**src/rtl/mdu_unit_pkg.sv**
```systemverilog
// Shared encodings for the multiply/divide unit: the operation code the FU
// decodes, the controller states and a signedness helper.
package mdu_unit_pkg;

  typedef enum logic [3:0] {
    OP_NOP   = 4'h0,
    OP_MULT  = 4'h1,
    OP_MULTU = 4'h2,
    OP_DIV   = 4'h3,
    OP_DIVU  = 4'h4,
    OP_MFHI  = 4'h5,
    OP_MFLO  = 4'h6,
    OP_MTHI  = 4'h7,
    OP_MTLO  = 4'h8,
    OP_MUL   = 4'h9,
    OP_MADD  = 4'hA,
    OP_MADDU = 4'hB,
    OP_MSUB  = 4'hC,
    OP_MSUBU = 4'hD
  } mdu_op_e;

  typedef enum logic [1:0] {
    ST_IDLE     = 2'd0,
    ST_MUL_RUN  = 2'd1,
    ST_GMUL_RUN = 2'd2,
    ST_DIV_RUN  = 2'd3
  } mdu_state_e;

  localparam int DIV_STEPS = 32;

  // MUL to GPR follows the signed MULT semantics.
  function automatic logic isSignedMul(input mdu_op_e op);
    return (op == OP_MULT) || (op == OP_MADD) || (op == OP_MSUB) || (op == OP_MUL);
  endfunction

endpackage

```
**src/rtl/mdu_unit_div_radix2.sv**
```systemverilog
// Iterative restoring divider: 32 shift/subtract steps on operand magnitudes,
// followed by one done cycle that presents the sign-corrected results.
module div_radix2
  import mdu_unit_pkg::*;
#(
  parameter int EARLY_ZERO = 1
) (
  input  logic        clk,
  input  logic        rst_n,
  input  logic        i_start,
  input  logic        i_signed,
  input  logic [31:0] i_a,
  input  logic [31:0] i_b,
  output logic        o_done,
  output logic [31:0] o_quot,
  output logic [31:0] o_rem
);

  logic        r_busy;
  logic [5:0]  r_cnt;
  logic [31:0] r_quot;
  logic [31:0] r_rem;
  logic [31:0] r_div;
  logic [31:0] r_rawA;
  logic        r_negQ;
  logic        r_negR;
  logic        r_zero;

  logic [31:0] w_absA;
  logic [31:0] w_absB;
  logic [32:0] w_partial;
  logic        w_ge;
  logic [31:0] w_diff;

  assign w_absA    = (i_signed && i_a[31]) ? (32'd0 - i_a) : i_a;
  assign w_absB    = (i_signed && i_b[31]) ? (32'd0 - i_b) : i_b;
  assign w_partial = {r_rem, r_quot[31]};
  assign w_ge      = (w_partial >= {1'b0, r_div});
  // The remainder stays below the divisor, so the difference always fits 32 bits.
  assign w_diff    = w_partial[31:0] - r_div;

  always_ff @(posedge clk or negedge rst_n) begin
    if (!rst_n) begin
      r_busy <= 1'b0;
      r_cnt  <= 6'd0;
      r_quot <= 32'd0;
      r_rem  <= 32'd0;
      r_div  <= 32'd0;
      r_rawA <= 32'd0;
      r_negQ <= 1'b0;
      r_negR <= 1'b0;
      r_zero <= 1'b0;
    end else if (i_start) begin
      r_busy <= 1'b1;
      r_cnt  <= ((i_b == 32'd0) && (EARLY_ZERO != 0)) ? 6'd0 : 6'(DIV_STEPS);
      r_quot <= w_absA;
      r_rem  <= 32'd0;
      r_div  <= w_absB;
      r_rawA <= i_a;
      r_negQ <= i_signed & (i_a[31] ^ i_b[31]);
      r_negR <= i_signed & i_a[31];
      r_zero <= (i_b == 32'd0);
    end else if (r_busy) begin
      if (r_cnt != 6'd0) begin
        r_rem  <= w_ge ? w_diff : w_partial[31:0];
        r_quot <= {r_quot[30:0], w_ge};
        r_cnt  <= r_cnt - 6'd1;
      end else begin
        r_busy <= 1'b0;
      end
    end
  end

  assign o_done = r_busy && (r_cnt == 6'd0);
  assign o_quot = r_zero ? 32'hFFFF_FFFF : (r_negQ ? (32'd0 - r_quot) : r_quot);
  assign o_rem  = r_zero ? r_rawA : (r_negR ? (32'd0 - r_rem) : r_rem);

endmodule

```
**src/rtl/mdu_unit.sv**
```systemverilog
// Multiply/divide unit owning HI/LO: single-cycle moves, fixed-latency
// multiplier pipeline, and an iterative divider, all behind the mdu_recv handshake.
module mdu_unit
  import mdu_unit_pkg::*;
#(
  parameter int MUL_CYCLES     = 2,
  parameter int DIV_EARLY_ZERO = 1
) (
  input  logic        clk,
  input  logic        resetn,
  input  logic [3:0]  mdu_op,
  input  logic [31:0] mdu_srcA,
  input  logic [31:0] mdu_srcB,
  input  logic        mdu_start,
  input  logic        mdu_started,
  output logic        mdu_recv,
  output logic [31:0] mdu_result,
  output logic        mdu_busy,
  output logic [31:0] hi_o,
  output logic [31:0] lo_o
);

  localparam logic [7:0] MulCntInit = 8'(MUL_CYCLES - 1);

  mdu_op_e     w_op;
  mdu_state_e  r_state;
  mdu_state_e  w_nextState;

  logic [31:0] r_hi;
  logic [31:0] r_lo;
  mdu_op_e     r_op;
  logic [7:0]  r_count;
  logic [63:0] r_pipe [MUL_CYCLES];
  logic        r_gmulReady;
  logic [31:0] r_gmulRes;

  logic        w_hiWe;
  logic        w_loWe;
  logic [31:0] w_hiNext;
  logic [31:0] w_loNext;
  logic        w_mulAccept;
  logic        w_divStart;
  logic        w_countDec;
  logic        w_gmulCapture;
  logic        w_gmulClear;

  logic        w_mulSigned;
  logic [63:0] w_extA;
  logic [63:0] w_extB;
  logic [63:0] w_product;
  logic [63:0] w_pipeOut;
  logic [63:0] w_hilo;
  logic [63:0] w_mulResult;
  logic [31:0] w_gmulVal;

  logic        w_divDone;
  logic [31:0] w_divQuot;
  logic [31:0] w_divRem;

  assign w_op = mdu_op_e'(mdu_op);

  // Extending both operands to 64 bits gives the exact 33x33 signed product
  // for either signedness; the low 64 bits are all HI/LO ever needs.
  assign w_mulSigned = isSignedMul(w_op);
  assign w_extA      = w_mulSigned ? {{32{mdu_srcA[31]}}, mdu_srcA} : {32'd0, mdu_srcA};
  assign w_extB      = w_mulSigned ? {{32{mdu_srcB[31]}}, mdu_srcB} : {32'd0, mdu_srcB};
  assign w_product   = w_extA * w_extB;
  assign w_pipeOut   = r_pipe[MUL_CYCLES-1];
  assign w_hilo      = {r_hi, r_lo};
  assign w_gmulVal   = r_gmulReady ? r_gmulRes : w_pipeOut[31:0];

  always_comb begin
    case (r_op)
      OP_MADD, OP_MADDU: w_mulResult = w_hilo + w_pipeOut;
      OP_MSUB, OP_MSUBU: w_mulResult = w_hilo - w_pipeOut;
      default:           w_mulResult = w_pipeOut;
    endcase
  end

  div_radix2 #(
    .EARLY_ZERO(DIV_EARLY_ZERO)
  ) u_div (
    .clk     (clk),
    .rst_n   (resetn),
    .i_start (w_divStart),
    .i_signed(w_op == OP_DIV),
    .i_a     (mdu_srcA),
    .i_b     (mdu_srcB),
    .o_done  (w_divDone),
    .o_quot  (w_divQuot),
    .o_rem   (w_divRem)
  );

  always_ff @(posedge clk or negedge resetn) begin
    if (!resetn) begin
      r_state <= ST_IDLE;
    end else begin
      r_state <= w_nextState;
    end
  end

  always_comb begin
    w_nextState   = r_state;
    mdu_recv      = 1'b0;
    mdu_result    = 32'd0;
    w_hiWe        = 1'b0;
    w_loWe        = 1'b0;
    w_hiNext      = r_hi;
    w_loNext      = r_lo;
    w_mulAccept   = 1'b0;
    w_divStart    = 1'b0;
    w_countDec    = 1'b0;
    w_gmulCapture = 1'b0;
    w_gmulClear   = 1'b0;
    case (r_state)
      ST_IDLE: begin
        if (mdu_start) begin
          case (w_op)
            OP_MTHI: begin
              mdu_recv = 1'b1;
              w_hiWe   = 1'b1;
              w_hiNext = mdu_srcA;
            end
            OP_MTLO: begin
              mdu_recv = 1'b1;
              w_loWe   = 1'b1;
              w_loNext = mdu_srcA;
            end
            OP_MFHI: begin
              mdu_recv   = 1'b1;
              mdu_result = r_hi;
            end
            OP_MFLO: begin
              mdu_recv   = 1'b1;
              mdu_result = r_lo;
            end
            OP_MULT, OP_MULTU, OP_MADD, OP_MADDU, OP_MSUB, OP_MSUBU: begin
              mdu_recv    = 1'b1;
              w_mulAccept = 1'b1;
              w_nextState = ST_MUL_RUN;
            end
            OP_MUL: begin
              // A requester already marked started is waiting on a hand-off, never a restart.
              if (!mdu_started) begin
                mdu_recv    = 1'b1;
                w_mulAccept = 1'b1;
                w_nextState = ST_GMUL_RUN;
              end
            end
            OP_DIV, OP_DIVU: begin
              mdu_recv    = 1'b1;
              w_divStart  = 1'b1;
              w_nextState = ST_DIV_RUN;
            end
            default: ;
          endcase
        end
      end
      ST_MUL_RUN: begin
        if (r_count == 8'd0) begin
          w_hiWe                 = 1'b1;
          w_loWe                 = 1'b1;
          {w_hiNext, w_loNext}   = w_mulResult;
          w_nextState            = ST_IDLE;
        end else begin
          w_countDec = 1'b1;
        end
      end
      ST_GMUL_RUN: begin
        if (!mdu_start && !mdu_started) begin
          w_gmulClear = 1'b1;
          w_nextState = ST_IDLE;
        end else if (r_count != 8'd0) begin
          w_countDec = 1'b1;
        end else if (mdu_start && mdu_started && (w_op == OP_MUL)) begin
          mdu_recv    = 1'b1;
          mdu_result  = w_gmulVal;
          w_gmulClear = 1'b1;
          w_nextState = ST_IDLE;
        end else begin
          w_gmulCapture = !r_gmulReady;
        end
      end
      ST_DIV_RUN: begin
        if (w_divDone) begin
          w_hiWe      = 1'b1;
          w_loWe      = 1'b1;
          w_hiNext    = w_divRem;
          w_loNext    = w_divQuot;
          w_nextState = ST_IDLE;
        end
      end
      default: w_nextState = ST_IDLE;
    endcase
  end

  always_ff @(posedge clk or negedge resetn) begin
    if (!resetn) begin
      r_hi        <= 32'd0;
      r_lo        <= 32'd0;
      r_op        <= OP_NOP;
      r_count     <= 8'd0;
      r_gmulReady <= 1'b0;
      r_gmulRes   <= 32'd0;
    end else begin
      if (w_hiWe) r_hi <= w_hiNext;
      if (w_loWe) r_lo <= w_loNext;
      if (w_mulAccept) begin
        r_op    <= w_op;
        r_count <= MulCntInit;
      end else if (w_countDec) begin
        r_count <= r_count - 8'd1;
      end
      if (w_gmulCapture) begin
        r_gmulReady <= 1'b1;
        r_gmulRes   <= w_pipeOut[31:0];
      end else if (w_gmulClear) begin
        r_gmulReady <= 1'b0;
      end
    end
  end

  // Free-running product pipeline; its last stage lines up with count reaching zero.
  always_ff @(posedge clk or negedge resetn) begin
    if (!resetn) begin
      for (int i = 0; i < MUL_CYCLES; i++) r_pipe[i] <= 64'd0;
    end else begin
      r_pipe[0] <= w_product;
      for (int i = 1; i < MUL_CYCLES; i++) r_pipe[i] <= r_pipe[i-1];
    end
  end

  assign mdu_busy = (r_state != ST_IDLE);
  assign hi_o     = r_hi;
  assign lo_o     = r_lo;

endmodule

```
**config.mk**
```make
export PLATFORM = sky130hd
export DESIGN_NAME = mdu_unit
export DESIGN_NICKNAME = d
export VERILOG_FILES = /design/src/rtl/mdu_unit_pkg.sv /design/src/rtl/mdu_unit_div_radix2.sv /design/src/rtl/mdu_unit.sv
export SDC_FILE = /design/constraint.sdc
export NUM_CORES = 2
export LEC_CHECK = 0
export CAP_MARGIN = 20
export CORE_UTILIZATION = 30
export DETAILED_ROUTE_END_ITERATION = 8
export PLACE_DENSITY = 0.5
export SYNTH_ARGS = -nofsm -noshare
export SYNTH_HDL_FRONTEND = slang
export SYNTH_HIERARCHICAL = 1
export SYNTH_SLANG_ARGS = --single-unit
```
**constraint.sdc**
```tcl
create_clock -name clk -period 6.1 [get_ports clk]
set_input_delay 1.22 -clock clk [delete_from_list [all_inputs] [get_ports clk]]
set_output_delay 1.22 -clock clk [all_outputs]
set_load 0.05 [all_outputs]
```
======== Yosys cells after proc, flatten, opt, wreduce, memory -nomap -nowiden ========
Index checks and enable logic that the tools add are counted.
word-level totals
  latch bits .............................. 0
  output and inout bits ................... 98
  word-level logic and storage cells ...... 178
  flip-flop bits (word level) ............. 377
  RAM bits ................................ 0
  input bits .............................. 72
  ROM bits ................................ 0
  memories ................................ 0
operators by class
  bitwise operators ....................... 3
  add/sub/neg operators ................... 9
  multiplexer cells ....................... 84
  reductions and logical operators ........ 33
  shifts and indexed selects .............. 0
  div/mod/pow operators ................... 0
  eq/ne operators ......................... 29
  multipliers ............................. 1
  magnitude comparators ................... 1
operators with widths
  cell                                                                    number
  32-bit two-way mux                                                      26
  32-bit one-hot mux with 3 select lines                                  2
  64-bit two-way mux                                                      2
  32-bit one-hot mux with 2 select lines                                  2
  64-bit one-hot mux with 2 select lines                                  1
  1-bit by 32-bit subtractor with 32-bit output (first input constant)    4
  64-bit adder                                                            1
  64-bit by 64-bit multiplier with 64-bit output                          1
  64-bit subtractor                                                       1
  4-bit equality test (second input constant)                             10
  33-bit by 32-bit >= comparator with 1-bit output                        1
  32-bit zero test                                                        1
  32-bit subtractor                                                       1
  1-bit two-way mux                                                       30
  6-bit two-way mux                                                       4
  4-bit by 3-bit equality test with 1-bit output (second input constant)  4
  8-bit two-way mux                                                       2
  2-bit two-way mux                                                       7
  6-bit AND reduction                                                     2
  12-bit OR reduction                                                     1
  2-bit nonzero test                                                      5
  3-bit inequality test (second input constant)                           3
  4-bit by 2-bit equality test with 1-bit output (second input constant)  2
  8-bit zero test                                                         1
  other kinds (26)                                                        46

======== Logic depth before layout (Yosys ltp) ========
  depth after elaboration ................. 8
  depth in mapped cells ................... 40
  depth with buffers taken out ............ 36

======== Hierarchy ========
Netlist, hierarchy kept.
by module, submodules not included
  module      instances  area each (um^2)  cells each
  mdu_unit    1          62,841.5          6,834
  div_radix2  1          10,666.5          1,320

======== Least setup slack after synthesis ========
Ideal clock, no wire load.
  path type ............................... in2reg
  from .................................... input port mdu_op[0]
  to ...................................... register r_pipe[126] in the netlist's numbering
  buffers on the path ..................... 5
  setup slack ............................. -4,444 ps
  stages .................................. 37
  data required time ...................... 6,006 ps
  arrival time ............................ 10,450 ps
  path through ............................ clkbuf_1 > nor2_1 > nand3_1 > o21ai_0 > clkbuf_1 > and2_1 > clkbuf_1 > clkbuf_1 > nand2_1 > fa_1 > inv_1 > fa_1 > inv_1 > fa_1 > inv_1 > fa_1 > inv_1 > fa_1 > fa_1 > inv_1 > fa_1 > fa_1 > fa_1 > inv_1 > fa_1 > inv_1 > ha_1 > clkbuf_1 > inv_1 > o21bai_1 > a21oi_1 > o21ai_0 > a21oi_1 > o21ai_0 > a211oi_1 > a211o_1 > a211oi_1
on the way
  cells in the longest elaborated chain, start to end .. 6
ends and longest elaborated chain
  what                                                                                          line                            text
  from (decl)                                                                                   mdu_unit.sv:11                  input logic [3:0] mdu_op,
  4-bit by 1-bit equality test with 1-bit output / 4-bit equality test (equally long branches)  mdu_unit_pkg.sv:33              return (op == OP_MULT) || (op == OP_MADD) || (op == OP_MSUB) || (op == OP_MUL);
  1-bit logical OR (2 in a row)                                                                 mdu_unit_pkg.sv:33
  1-bit logical OR *                                                                            mdu_unit_pkg.sv:33
  64-bit two-way mux (on tied branches)                                                         mdu_unit.sv:65, mdu_unit.sv:66
  64-bit by 64-bit multiplier with 64-bit output *                                              mdu_unit.sv:67                  assign w_product = w_extA * w_extB;
  via w_product[62]                                                                             mdu_unit.sv:50                  logic [63:0] w_product;
  to (decl)                                                                                     mdu_unit.sv:33                  logic [63:0] r_pipe [MUL_CYCLES];
Mark *: on every way through the listed nets, which the timed path passes. The rest lies on a longest branch.
A chain may end at the register's enable or synchronous reset.

======== Worst setup path in the final report ========
  from .................................... input port mdu_op[1]
  to ...................................... register r_pipe[124] in the netlist's numbering
The elaborated chain is that of the path after synthesis.

==> reports/qor_table.md <==
| Metric | This run | Unit |
|:---|:---|:---|
| Minimum hold slack | 329 | ps |
| Sequential cell area fraction in the yosys report | 0.128 | - |
| Worst reg2reg startpoint | w_pipeOut[14]$_DFF_PN0_ | - |
| Top Ports | 170 | - |
| Number of fill cells in the layout | 24,600 | - |
| EDFF count, synth | 0 | - |
| Initial cell density of the core | 0.302 | - |
| Fraction of post-synthesis cell area in the top cell type by area | 0.386 | - |
| Most common cell after layout, fill and taps aside | sky130_fd_sc_hd__inv_1 | - |
| Yosys warnings | 6 | - |
| GRT overflow | 0 | - |
| DP HPWL | 233 | mm |
| Outcome | finished with violations | - |
| CTS clock-pin slew for the worst setup and hold paths | 60 | ps |
| Area of the die | 247,000 | sq um |
| Violations in the final reports | negative setup slack | - |
| Critical Path Stages | 36 | - |
| Final-report setup violation count | 54 | - |
| Max frequency | 0.106 | GHz |
| Commonest non-fill, non-tap cells in the layout | 1,575 x sky130_fd_sc_hd__inv_1, 1,328 x sky130_fd_sc_hd__fa_1, 1,006 x sky130_fd_sc_hd__nand2_1 | - |
| Number of cells on the worst reg-to-reg path | 18 | - |
| Delay of the slowest critical-path stage | 640 | ps |
| Core occupancy in the finished layout | 0.375 | - |
| Max-cap violation count | 0 | - |
| Final layout net count | 10,900 | - |
| Source of the worst hold timing path | r_pipe[95]$_DFF_PN0_ | - |
| Final worst slack | -3350 | ps |
| Rows | 181 | - |
| Die Ht | 497 | um |
| Critical path arrival | 9960 | ps |
| DRT met1 WL | 124 | mm |
| Mapped Avg Cell Area | 9.01 | sq um |
| Share of final-layout standard cells stronger than drive strength 1 | 0.198 | - |
| Final weighted congestion in routability-driven placement | 0.925 | - |
| Count of nets left with antenna violations after detail routing | 0 | - |
| FF+latch count, synth | 376 | - |
| Mean routed wirelength per cell | 22.9 | um |
| Required time of the critical path | 6600 | ps |
| Worst Setup SP | mdu_op[1] | - |
| Met2 wire length | 130 | mm |
| Top metal layer carrying routed signals | met5 | - |
| Buffer levels on the longest clock path | 3 | - |
| Worst Hold Class | reg2reg | - |
| Vias in the first global route | 64,800 | - |
| Highest fanout seen on the critical path | 8 | - |
| Final Cell Area | 91,300 | sq um |
| First-pass DRT Iterations | 9 | - |
| Share of the clock period used by the worst path | 1.55 | - |
| I/O Buffers | 169 | - |
| Number of cells on the worst hold path | 0 | - |
| RSZ-0062 raised after global routing | true | - |
| Syn nets | 10,100 | - |
| Commonest register cell after synthesis | sky130_fd_sc_hd__dfrtp_1 | - |
| Area of placed instances | 86,000 | sq um |
| Async set-reset flop share out of synthesis | 1.00 | - |
| Largest net degree at the start of global routing | 145 | - |
| Area overhead of the layout relative to synthesis | 24.2 | % |
| Clock latency on the worst-skew pair | 620 | ps |
| Total Neg Setup Slack | -124,540 | ps |
| Via total after detailed routing | 60,400 | - |
| Area of the core region | 243,000 | sq um |
| Final wirelength | 279 | mm |
| Root Driver | sky130_fd_sc_hd__clkbuf_16 | - |
| Instance count of the mapped netlist | 8,154 | - |
| Die W | 497 | um |
| Count of hold buffers inserted by post-cts repair | 0 | - |
| Setup clock skew after layout | 34.7 | ps |
| Kind of launch point of the worst setup path | primary input | - |
| Largest delay share family, worst path | adder cells | - |
| Number of buffers inserted during clock tree synthesis | 43 | - |
| Synth unique cells | 94 | - |
| Post-synth top area cell | sky130_fd_sc_hd__fa_1 | - |
| Category of the critical setup timing path | in2reg | - |
| Netlist area before placement | 73,500 | sq um |
| TritonCTS clock tree | yes | - |
| Max-slew violation total from the final report | 0 | - |
| Starting DRT DRC Count | 4,402 | - |
| Count of unresolved DRC violations after routing | 0 | - |
| Critical path buffer and inverter count | 11 | - |
| Final number of hold-violating endpoints | 0 | - |
| Tightest Pin Transition | 1030 | ps |
| First-pass GRT wire length | 418 | mm |
| Master of the slowest instance on the critical path | sky130_fd_sc_hd__fa_2 | - |
| Initial antenna violation count | 25 | - |
| Element type at the critical path end | flop | - |
| Relative slew slack | 0.310 | - |
| Synth top area cells | sky130_fd_sc_hd__fa_1 39%, sky130_fd_sc_hd__dfrtp_1 13%, sky130_fd_sc_hd__inv_1 8.5% | - |
| Vias per cell | 4.95 | - |
| Aggregate global-route resource usage | 0.224 | - |
| Met3 wire length | 14.8 | mm |
| Clock Sink Count | 376 | - |
| Count of H-tree levels built during CTS | 2 | - |
| Fin crit period | 9450 | ps |
[timing repair]
action	CTS	global route
pin swaps	225	210
endpoints found under the setup margin	54	56
buffers inserted	70	61
gates resized for setup	362	272
cloned	11	9
[stage by stage]
stage	worst slack, ps	cells
floorplan	-3480	8154
global placement	-4730	12000
detailed placement	-4740	12000
CTS	-3390	12100
global route	-3590	12200
finish	-3350	12200
[cells in the mapped netlist, drive strengths merged, types with 27 or more instances]
cell	instances
a31oi	58
nor4	35
a21o	83
a21oi	344
and2	368
o21ai	312
buf	41
inv	1663
nand3	58
clkbuf	401
dfrtp	376
and3	58
o31ai	51
o211ai	27
nand2	1048
a211oi	34
xor2	157
nor3	68
ha	419
o21bai	30
a22oi	42
fa	1419
nor2	255
or3	48
xnor2	218
mux2	77
mux2i	74
nand4	45
o22ai	40
[state kept, by name, summed over array words and instances, names as in the netlist, 2 cells and up]
| signal | cells |
|---|---|
| r_op | 3 |
| hi_o | 32 |
| u_div/r_div | 32 |
| u_div/r_cnt | 6 |
| r_gmulRes | 32 |
| u_div/r_quot | 32 |
| u_div/r_rawA | 32 |
| u_div/r_rem | 32 |
| r_state | 2 |
| w_pipeOut | 64 |
| lo_o | 32 |
| r_count | 8 |
| r_pipe | 64 |
[routing by layer]
| layer | global-route usage | up-vias |
|---|---|---|
| met3 | 0.0187 | 341 |
| met1 | 0.307 | 31300 |
| li1 | - | 27000 |
| met2 | 0.374 | 1717 |
| met4 | 0.0696 | 4 |
| met5 | 0 | - |
[worst paths after layout]
| path | endpoint | slack [ps] |
|---|---|---|
| min in group asynchronous | r_gmulRes[3]$_DFFE_PN0P_ | 550 |
| worst min-delay path | w_pipeOut[31]$_DFF_PN0_ | 330 |
| worst max register to register | hi_o[29]$_DFFE_PN0P_ | 350 |
| worst min register to register | w_pipeOut[31]$_DFF_PN0_ | 330 |
| worst max-delay path | r_pipe[124]$_DFF_PN0_ | -3350 |
| max in group asynchronous | u_div/r_div[26]$_DFFE_PN0P_ | 4340 |
[cell families (layout without fill, tap and decap cells)]
| logic type | Yosys count | after routing | share of synthesized area |
|---|---|---|---|
| compound gates | 1209 | 1209 | 0.104 |
| xor+xnor | 375 | 375 | 0.0447 |
| fa+ha+maj | 1841 | 1841 | 0.458 |
| buf+inv | 2105 | 2937 | 0.108 |
| flops | 376 | 376 | 0.128 |
| mux | 151 | 151 | 0.0219 |
| other cells | 0 | 7 | 0 |
| simple gates | 2097 | 2097 | 0.135 |
[final cells by class]
class / instances / area (sq um) / area share
multi-input combinational: 5673 / 58500 / 0.641
clock inverter: 16 / 239 / 0.00262
sequential: 376 / 9410 / 0.103
antenna: 7 / 17.5 / 0.000192
clock buffer: 58 / 1240 / 0.0136
inverter: 1663 / 6250 / 0.0685
tap: 3202 / 4010 / 0.0439
timing repair buffer: 1200 / 11600 / 0.128
[worst register-to-register path: cells and delay by family, from the launching register on]
family	cells	cell delay, ps
xor gates and xnor gates	1	150
and+or+nand+nor	7	2760
AOI/OAI and AO/OA	9	1980
DFF	1	430
adders and majority gates	1	310
Power is left out: the tool's default activity adds up to more than one toggle a clock period on the data nets, which glitch-free logic cannot reach.
